**src/rtl/bcd_scan_ctrl.sv**
```systemverilog
// ---------------------------------------------------------------------------
// bcd_scan_ctrl
//
// Front end for a four-digit seven-segment display. A 10-bit binary value is
// converted to four BCD digits by an iterative shift-add-3 (double-dabble)
// engine behind a load/busy/done handshake. The finished result is held in
// display registers. A free-running scanner then time-multiplexes those
// digits onto one shared BCD-to-seven-segment decoder.
//
// Parameters
//   REFRESH_DIV  clock cycles each digit stays selected (>= 2)
//
// Ports
//   clk          system clock, rising-edge active
//   rst_n        asynchronous active-low reset
//   value_in     binary value to convert (0..1023), captured on accepted load
//   load         convert request, accepted only while busy = 0
//   blank_lz     1 = suppress leading zeros on the display
//   busy         conversion in progress (accept .. latch, 11 cycles)
//   done         one-cycle pulse when the display registers take a result
//   digit_bcd    BCD code of the selected digit, feeds the shared decoder
//   digit_sel    one-hot select: bit0 units .. bit3 thousands
//   digit_blank  1 = selected digit is a suppressed leading zero
// ---------------------------------------------------------------------------
module bcd_scan_ctrl #(
    parameter int REFRESH_DIV = 50000
) (
    input  logic       clk,
    input  logic       rst_n,
    input  logic [9:0] value_in,
    input  logic       load,
    input  logic       blank_lz,
    output logic       busy,
    output logic       done,
    output logic [3:0] digit_bcd,
    output logic [3:0] digit_sel,
    output logic       digit_blank
);

    // -----------------------------------------------------------------------
    // Constants
    // -----------------------------------------------------------------------
    localparam int unsigned CNT_W = (REFRESH_DIV > 2) ? $clog2(REFRESH_DIV) : 1;
    localparam logic [CNT_W-1:0] CNT_LAST = CNT_W'(REFRESH_DIV - 1);
    localparam logic [3:0]       LAST_ITER = 4'd9;   // ten shifts: 0..9

    localparam logic [1:0] ST_IDLE  = 2'd0;
    localparam logic [1:0] ST_CONV  = 2'd1;
    localparam logic [1:0] ST_LATCH = 2'd2;

    // -----------------------------------------------------------------------
    // Converter state
    // -----------------------------------------------------------------------
    logic [1:0]       state;
    logic [25:0]      shift_reg;    // [25:10] BCD nibbles, [9:0] binary
    logic [3:0]       iter_cnt;
    logic [3:0][3:0]  disp_digits;  // [0] units .. [3] thousands

    // -----------------------------------------------------------------------
    // Scanner state
    // -----------------------------------------------------------------------
    logic [CNT_W-1:0] refresh_cnt;
    logic [1:0]       scan_idx;
    logic             blank_q;      // registered blank_lz keeps outputs input-free
    logic [3:0]       upper_zero;   // digit i and all above it are zero

    // One double-dabble iteration: correct every BCD nibble >= 5 by +3 so the
    // following left shift carries into the next decade, then shift.
    function automatic logic [25:0] dabble_step(input logic [25:0] sr);
        logic [25:0] adj;
        adj = sr;
        for (int unsigned i = 0; i < 4; i++) begin
            if (sr[10 + 4*i +: 4] >= 4'd5) begin
                adj[10 + 4*i +: 4] = sr[10 + 4*i +: 4] + 4'd3;
            end
        end
        return {adj[24:0], 1'b0};
    endfunction

    // -----------------------------------------------------------------------
    // Conversion FSM
    // busy is set on the accepting edge and cleared on the latching edge, so a
    // load arriving during CONV or LATCH is simply not looked at.
    // -----------------------------------------------------------------------
    always_ff @(posedge clk or negedge rst_n) begin
        if (!rst_n) begin
            state       <= ST_IDLE;
            shift_reg   <= '0;
            iter_cnt    <= '0;
            busy        <= 1'b0;
            done        <= 1'b0;
            disp_digits <= '0;
        end else begin
            done <= 1'b0;
            case (state)
                ST_IDLE: begin
                    if (load) begin
                        shift_reg <= {16'b0, value_in};
                        iter_cnt  <= '0;
                        busy      <= 1'b1;
                        state     <= ST_CONV;
                    end
                end
                ST_CONV: begin
                    shift_reg <= dabble_step(shift_reg);
                    iter_cnt  <= iter_cnt + 4'd1;
                    if (iter_cnt == LAST_ITER) begin
                        state <= ST_LATCH;
                    end
                end
                ST_LATCH: begin
                    disp_digits <= shift_reg[25:10];
                    done        <= 1'b1;
                    busy        <= 1'b0;
                    state       <= ST_IDLE;
                end
                default: begin
                    busy  <= 1'b0;
                    state <= ST_IDLE;
                end
            endcase
        end
    end

    // -----------------------------------------------------------------------
    // Refresh scanner: each digit held for REFRESH_DIV cycles, index advances
    // on the edge where the counter wraps.
    // -----------------------------------------------------------------------
    always_ff @(posedge clk or negedge rst_n) begin
        if (!rst_n) begin
            refresh_cnt <= '0;
            scan_idx    <= '0;
            blank_q     <= 1'b0;
        end else begin
            blank_q <= blank_lz;
            if (refresh_cnt == CNT_LAST) begin
                refresh_cnt <= '0;
                scan_idx    <= scan_idx + 2'd1;
            end else begin
                refresh_cnt <= refresh_cnt + CNT_W'(1);
            end
        end
    end

    // -----------------------------------------------------------------------
    // Output decode, purely from registers
    // -----------------------------------------------------------------------
    always_comb begin
        upper_zero[3] = (disp_digits[3] == 4'd0);
        upper_zero[2] = upper_zero[3] && (disp_digits[2] == 4'd0);
        upper_zero[1] = upper_zero[2] && (disp_digits[1] == 4'd0);
        upper_zero[0] = upper_zero[1] && (disp_digits[0] == 4'd0);
    end

    always_comb begin
        digit_sel = 4'b0001 << scan_idx;
        digit_bcd = disp_digits[scan_idx];
        // Units is never dark so a zero value still shows a single "0".
        digit_blank = blank_q && (scan_idx != 2'd0) && upper_zero[scan_idx];
    end

endmodule

```
**config.mk**
```make
export PLATFORM = sky130hd
export DESIGN_NAME = bcd_scan_ctrl
export DESIGN_NICKNAME = d
export VERILOG_FILES = /design/src/rtl/bcd_scan_ctrl.sv
export SDC_FILE = /design/constraint.sdc
export NUM_CORES = 1
export LEC_CHECK = 0
export CAP_MARGIN = 15
export CORE_ASPECT_RATIO = 0.5
export CORE_MARGIN = 10
export CORE_UTILIZATION = 50
export DETAILED_ROUTE_END_ITERATION = 8
export PLACE_DENSITY_LB_ADDON = 0.05
export SLEW_MARGIN = 20
export SYNTH_ARGS = -nofsm -noshare
export SYNTH_HDL_FRONTEND = slang
export SYNTH_SLANG_ARGS = --single-unit
```
**constraint.sdc**
```tcl
create_clock -name clk -period 3.7 [get_ports clk]
set_input_delay 0.555 -clock clk [delete_from_list [all_inputs] [get_ports clk]]
set_output_delay 0.555 -clock clk [all_outputs]
set_load 0.05 [all_outputs]
```
==> impl_metrics.yaml, run 1 <==
final_layout:
  largest_register_ff_count: 26
  nets: 384
  seqCellArea_um2: 1730
  syn2layout_area_growth_pct: 18.1
  multi_input_area_um2: 1530
  antennaDiodeCount: 0
  fin_util_pct: 60.2
  fill_cells: 577
  drive_gt1_share_pct: 10.3
  final_area_um2: 3980
run:
  cap_violations: 0
routing:
  routedWlPerCell_um: 15.5
  vias: 2447
  ant_nets: 0
  dr.pass1.iters: 4
  drt_wl_total_um: 6990
  drc: 0
  first_iter_violations: 125
  vias_per_cell: 5.43
power_and_ir_drop:
  p_leak_nw: 1.77
  p_switching_w: 0.000971
  seqPwrFrac_pct: 41.4
  ir_worst_vdd_mv: 0.242
  p_clk_share_pct: 27.9
  power_density_nw_per_um2: 711
  swShare_pct: 34.3
  p_int_w: 0.00186
  p_comb_share_pct: 30.7
worst_setup_path:
  worstPathArrival_ps: 2380
  cp_max_fo: 8
  cp-end-kind: "primary output"
  critical_path_class: "reg -> out"
  ff2ff_setup_slack_ps: 1760
  cp-start-kind: "flip-flop"
  required_ps: 3140
synthesis:
  yosysUniqueCellTypes: 31
  synth_common_cells: "dfrtp_1 (69), o21ai_0 (35), nand2_1 (31)"
  yosysSeqAreaShare_pct: 51.2
  synth_area_leader_cell: "dfrtp_1"
  synth_edf_count: 0
  synth_seq_cells: 69
  synthFlopType: "dfrtp_1"
  post-synth-top-count-cell: "dfrtp_1"
  syn_inst: 328
  yosysTopAreaCellShare_pct: 51.2
  syn_avg_cell_area_um2: 10.3
  syn-cell-area_um2: 3370
  ys_top_cells_by_area: "dfrtp_1 (51%), ha_1 (5.6%), o21ai_0 (5.2%)"
  synthArstFlopShare_pct: 100
  ys_warn_count: 0
  syn-num-nets: 357
floorplanning:
  initial_utilization_pct: 50.9
  die_x_um: 136
  die_h_um: 78.1
  io-pin-count: 25
  core_um2: 6620
  core.rowCount: 21
  die_area_um2: 10600
grt:
  grt_pass1_wl_um: 12200
  antenna_found_initial: 0
  globalRouteOverflowTotal: 0
  use_met1_pct: 18.6
  groute.usage.overall_pct: 14.2
  grt_pass1_vias: 2527
  use_met2_pct: 20.7
  grt_max_degree: 29
  use_met3_pct: 6.04
  grt_busiest_layer: "met2"
cts:
  ctsHoldBuffers: 0
  cts_tree: "done"
  cts.path.max_buffers: 2
  cts_setup_buffers: 0
  insertion_delay_ps: 330
  htreeDepth: 3
  cts_resized: 0
  clkSinkCount: 69
  clk_pin_slew_ps: 50
  cts_root_buffer: "clkbuf_16"
  cts_buffers: 9
timing:
  clock.fmax_mhz: 340
  fin_crit_sh_pct: 79.4
  clock_skew_ps: 5.48
  setup_violations: 0
  tightestPinTransition_ps: 790
  max_slew_margin_pct: 47.2
  hold_viol_final: 0
  setup_tns_ps: 0
  fin_crit_ps: 2940
  whs_ps: 236
  finalMaxSlewViolations: 0
  rsz0062_at_grt: "no"
  fin_ws_ps: 763
placed_design:
  placement.io_buffers: 24
  placed_area_um2: 3700
  hpwl_um: 5040
  gp_congestion: 0.797
  preCtsSetupSlack_ps: 1090
run_status:
  status: "finished, final reports clean"
hold_path:
  hold_path.class: "in -> async"
-- power groups by stage --
stage	clock [W]	sequential (W)	combinational (W)
final	0.000791	0.00117	0.000870
after global routing	0.000848	0.00121	0.000986
after CTS	0.000816	0.00117	0.000882
after detailed placement	0	0.00118	0.000876
after global placement	0	0.00117	0.000839
after floorplan	0	0.00112	0.000667
-- per-stage QoR --
stage | total power, W | instances
floorplan | 0.00179 | 328
finish | 0.00283 | 451
global route | 0.00304 | 451
CTS | 0.00287 | 451
detailed placement | 0.00206 | 436
global placement | 0.00201 | 436
-- metal layers --
layer	wire length [um]	part of all wire, %
met3	491	7.0
met2	3100	44
met1	3310	47
met5	0	0
met4	78	1.1
-- cells in the final DEF (no fill, tap or decap), drive strengths merged, types with 4 or more instances in the layout --
master,n
inv,17
nand3,11
a21oi,21
buf,6
nor4,4
nand4,6
mux2,11
nand2b,5
clkbuf,14
nor2b,12
a22oi,9
nor2,19
dfrtp,69
mux4,4
nor3,11
xor2,7
clkdlybuf4s50,23
o21ai,35
xnor2,13
ha,15
nand2,31
-- critical path, cell delays in order (launching register included) --
cell and delay (ps):
dfrtp_1 550, inv_1 150, ha_1 240, nand3b_1 150, nor3_1 130, clkdlybuf4s50_1 830
-- worst paths after layout --
check / cells after the start / endpoint / from
max: 5 / digit_blank / scan_idx[0]
min: 1 / disp_digits[15] / rst_n
max reg2reg: 3 / disp_digits[14] / state[0]
min reg2reg: 1 / refresh_cnt[0] / refresh_cnt[0]
max in group asynchronous: 2 / shift_reg[22] / rst_n
min in group clk: 1 / refresh_cnt[0] / refresh_cnt[0]
-- layout make-up --
type	count	share of cell area, %
sequential	69	43.3
multi-input combinational	229	38.3
clock buffer	14	6.88
timing repair buffer	29	6.85
tap	92	2.89
inverter	17	1.60
clock inverter	1	0.126
-- kinds of logic (layout without fill, tap and decap cells) --
| kind of cell | Yosys count | after routing | share of synthesized area, % |
|---|---|---|---|
| DFF | 69 | 69 | 51.2 |
| xor gates and xnor gates | 20 | 20 | 5.19 |
| muxes | 17 | 17 | 6.94 |
| adders and majority gates | 15 | 15 | 5.56 |
| AOI/OAI and AO/OA | 74 | 74 | 12.5 |
| and+or+nand+nor | 103 | 103 | 15.1 |
| buffers and inverters | 30 | 61 | 3.56 |
Power figures use the tool's default switching activity.
==> run 2, diff against run 1 <==
==> constraint.sdc (replaced) <==
create_clock -name clk -period 3 [get_ports clk]
set_input_delay 0.45 -clock clk [delete_from_list [all_inputs] [get_ports clk]]
set_output_delay 0.45 -clock clk [all_outputs]
set_load 0.05 [all_outputs]
==> impl_metrics.yaml, run 2 (synthesis results as in run 1) <==
hold_path:
  hold_path.class: "in -> async"
final_layout:
  mostFrequentLayoutCell: "dfrtp_1"
  final_area_um2: 4060
  layout_common_cells: "dfrtp_1 (69), o21ai_0 (35), nand2_1 (31)"
  antennaDiodeCount: 0
  drive_gt1_share_pct: 11.6
  largest_register_ff_count: 26
  nets: 386
  syn2layout_area_growth_pct: 20.2
timing:
  clock.fmax_mhz: 360
  clock_skew_ps: 6.62
  tightestPinTransition_ps: 828
  max_slew_margin_pct: 44.8
  fin_crit_sh_pct: 92.5
  setup_tns_ps: 0
  fin_crit_ps: 2770
  fin_ws_ps: 226
  whs_ps: 218
  rsz0062_at_grt: "no"
  hold_viol_final: 0
  finalMaxSlewViolations: 0
  setup_violations: 0
cts:
  cts.path.max_buffers: 2
  cts_resized: 0
  cts_setup_buffers: 0
  cts_tree: "done"
  clkSinkCount: 69
  htreeDepth: 3
  clk_pin_slew_ps: 50
  ctsHoldBuffers: 0
  insertion_delay_ps: 330
  cts_root_buffer: "clkbuf_16"
  cts_buffers: 9
placed_design:
  placement.io_buffers: 24
  hpwl_um: 4890
  preCtsSetupSlack_ps: 572
  gp_congestion: 0.793
  placed_area_um2: 3720
floorplanning:
  core_um2: 6620
  die_h_um: 78.1
  die_area_um2: 10600
  core.rowCount: 21
  die_x_um: 136
  initial_utilization_pct: 50.9
  io-pin-count: 25
worst_setup_path:
  cp_max_fo: 9
  cp-start-kind: "flip-flop"
  cp-end-kind: "primary output"
  critical_path_class: "reg -> out"
  required_ps: 2550
  rr_worst_depth: 3
  worstPathArrival_ps: 2320
  ff2ff_setup_slack_ps: 1060
  r2r_end: "disp_digits[7]"
  worstReg2RegStart: "state[0]"
power_and_ir_drop:
  ir_worst_vdd_mv: 0.339
  power_density_nw_per_um2: 905
  p_leak_nw: 1.80
routing:
  routedWlPerCell_um: 15.2
  drc: 0
  drt_wl_total_um: 6890
  vias: 2410
  vias_per_cell: 5.31
  first_iter_violations: 224
  ant_nets: 0
  dr.pass1.iters: 5
grt:
  grt_max_degree: 37
  grt_pass1_vias: 2404
  groute.usage.overall_pct: 13.9
  antenna_found_initial: 0
  globalRouteOverflowTotal: 0
  grt_pass1_wl_um: 11600
run:
  cap_violations: 0
run_status:
  status: "finished, final reports clean"
-- run 2: worst max-delay path by stage --
stage	start	slack, ps	endpoint
2_1_floorplan	scan_idx[0]	80	digit_blank
3_3_place_gp	scan_idx[1]	620	digit_blank
3_5_place_dp	scan_idx[1]	570	digit_blank
4_1_cts	scan_idx[1]	200	digit_blank
5_1_grt	scan_idx[1]	110	digit_blank
6_report	scan_idx[1]	230	digit_blank
-- run 2: power breakdown --
part / switching [W] / internal [W] / total (W)
clock network: 0.000385 / 0.000773 / 0.00116
registers: 0.000251 / 0.00119 / 0.00144
logic: 0.000585 / 0.000486 / 0.00107
-- run 2: routing by layer --
metal | global-route usage [%] | vias to the layer above | share of wire, %
li1 | - | 1198 | -
met3 | 7.50 | 5 | 6.4
met5 | 0 | - | 0
met1 | 18.3 | 1158 | 50
met4 | 4.44 | 0 | 0.64
met2 | 19.2 | 49 | 43
-- run 2: layout make-up --
class / count / area (um^2)
tap: 92 / 115
sequential: 69 / 1730
clock inverter: 5 / 82.6
multi-input combinational: 229 / 1530
fill: 547 / 2570
timing repair buffer: 31 / 288
clock buffer: 11 / 253
inverter: 17 / 63.8
-- run 2: worst max-delay path, cell delays in order, from the launching register on --
cell and delay, ps:
dfrtp_1 510, inv_1 130, ha_1 200, nand3b_1 160
nor3_1 160, clkdlybuf4s50_1 830
-- run 2: stage by stage --
step	instances	util [%]	power [W]
after floorplan	328	-	0.00221
after global placement	438	56.2	0.00248
after detailed placement	438	56.2	0.00253
after CTS	454	61.2	0.00372
after global routing	454	61.2	0.00392
final	454	61.2	0.00367
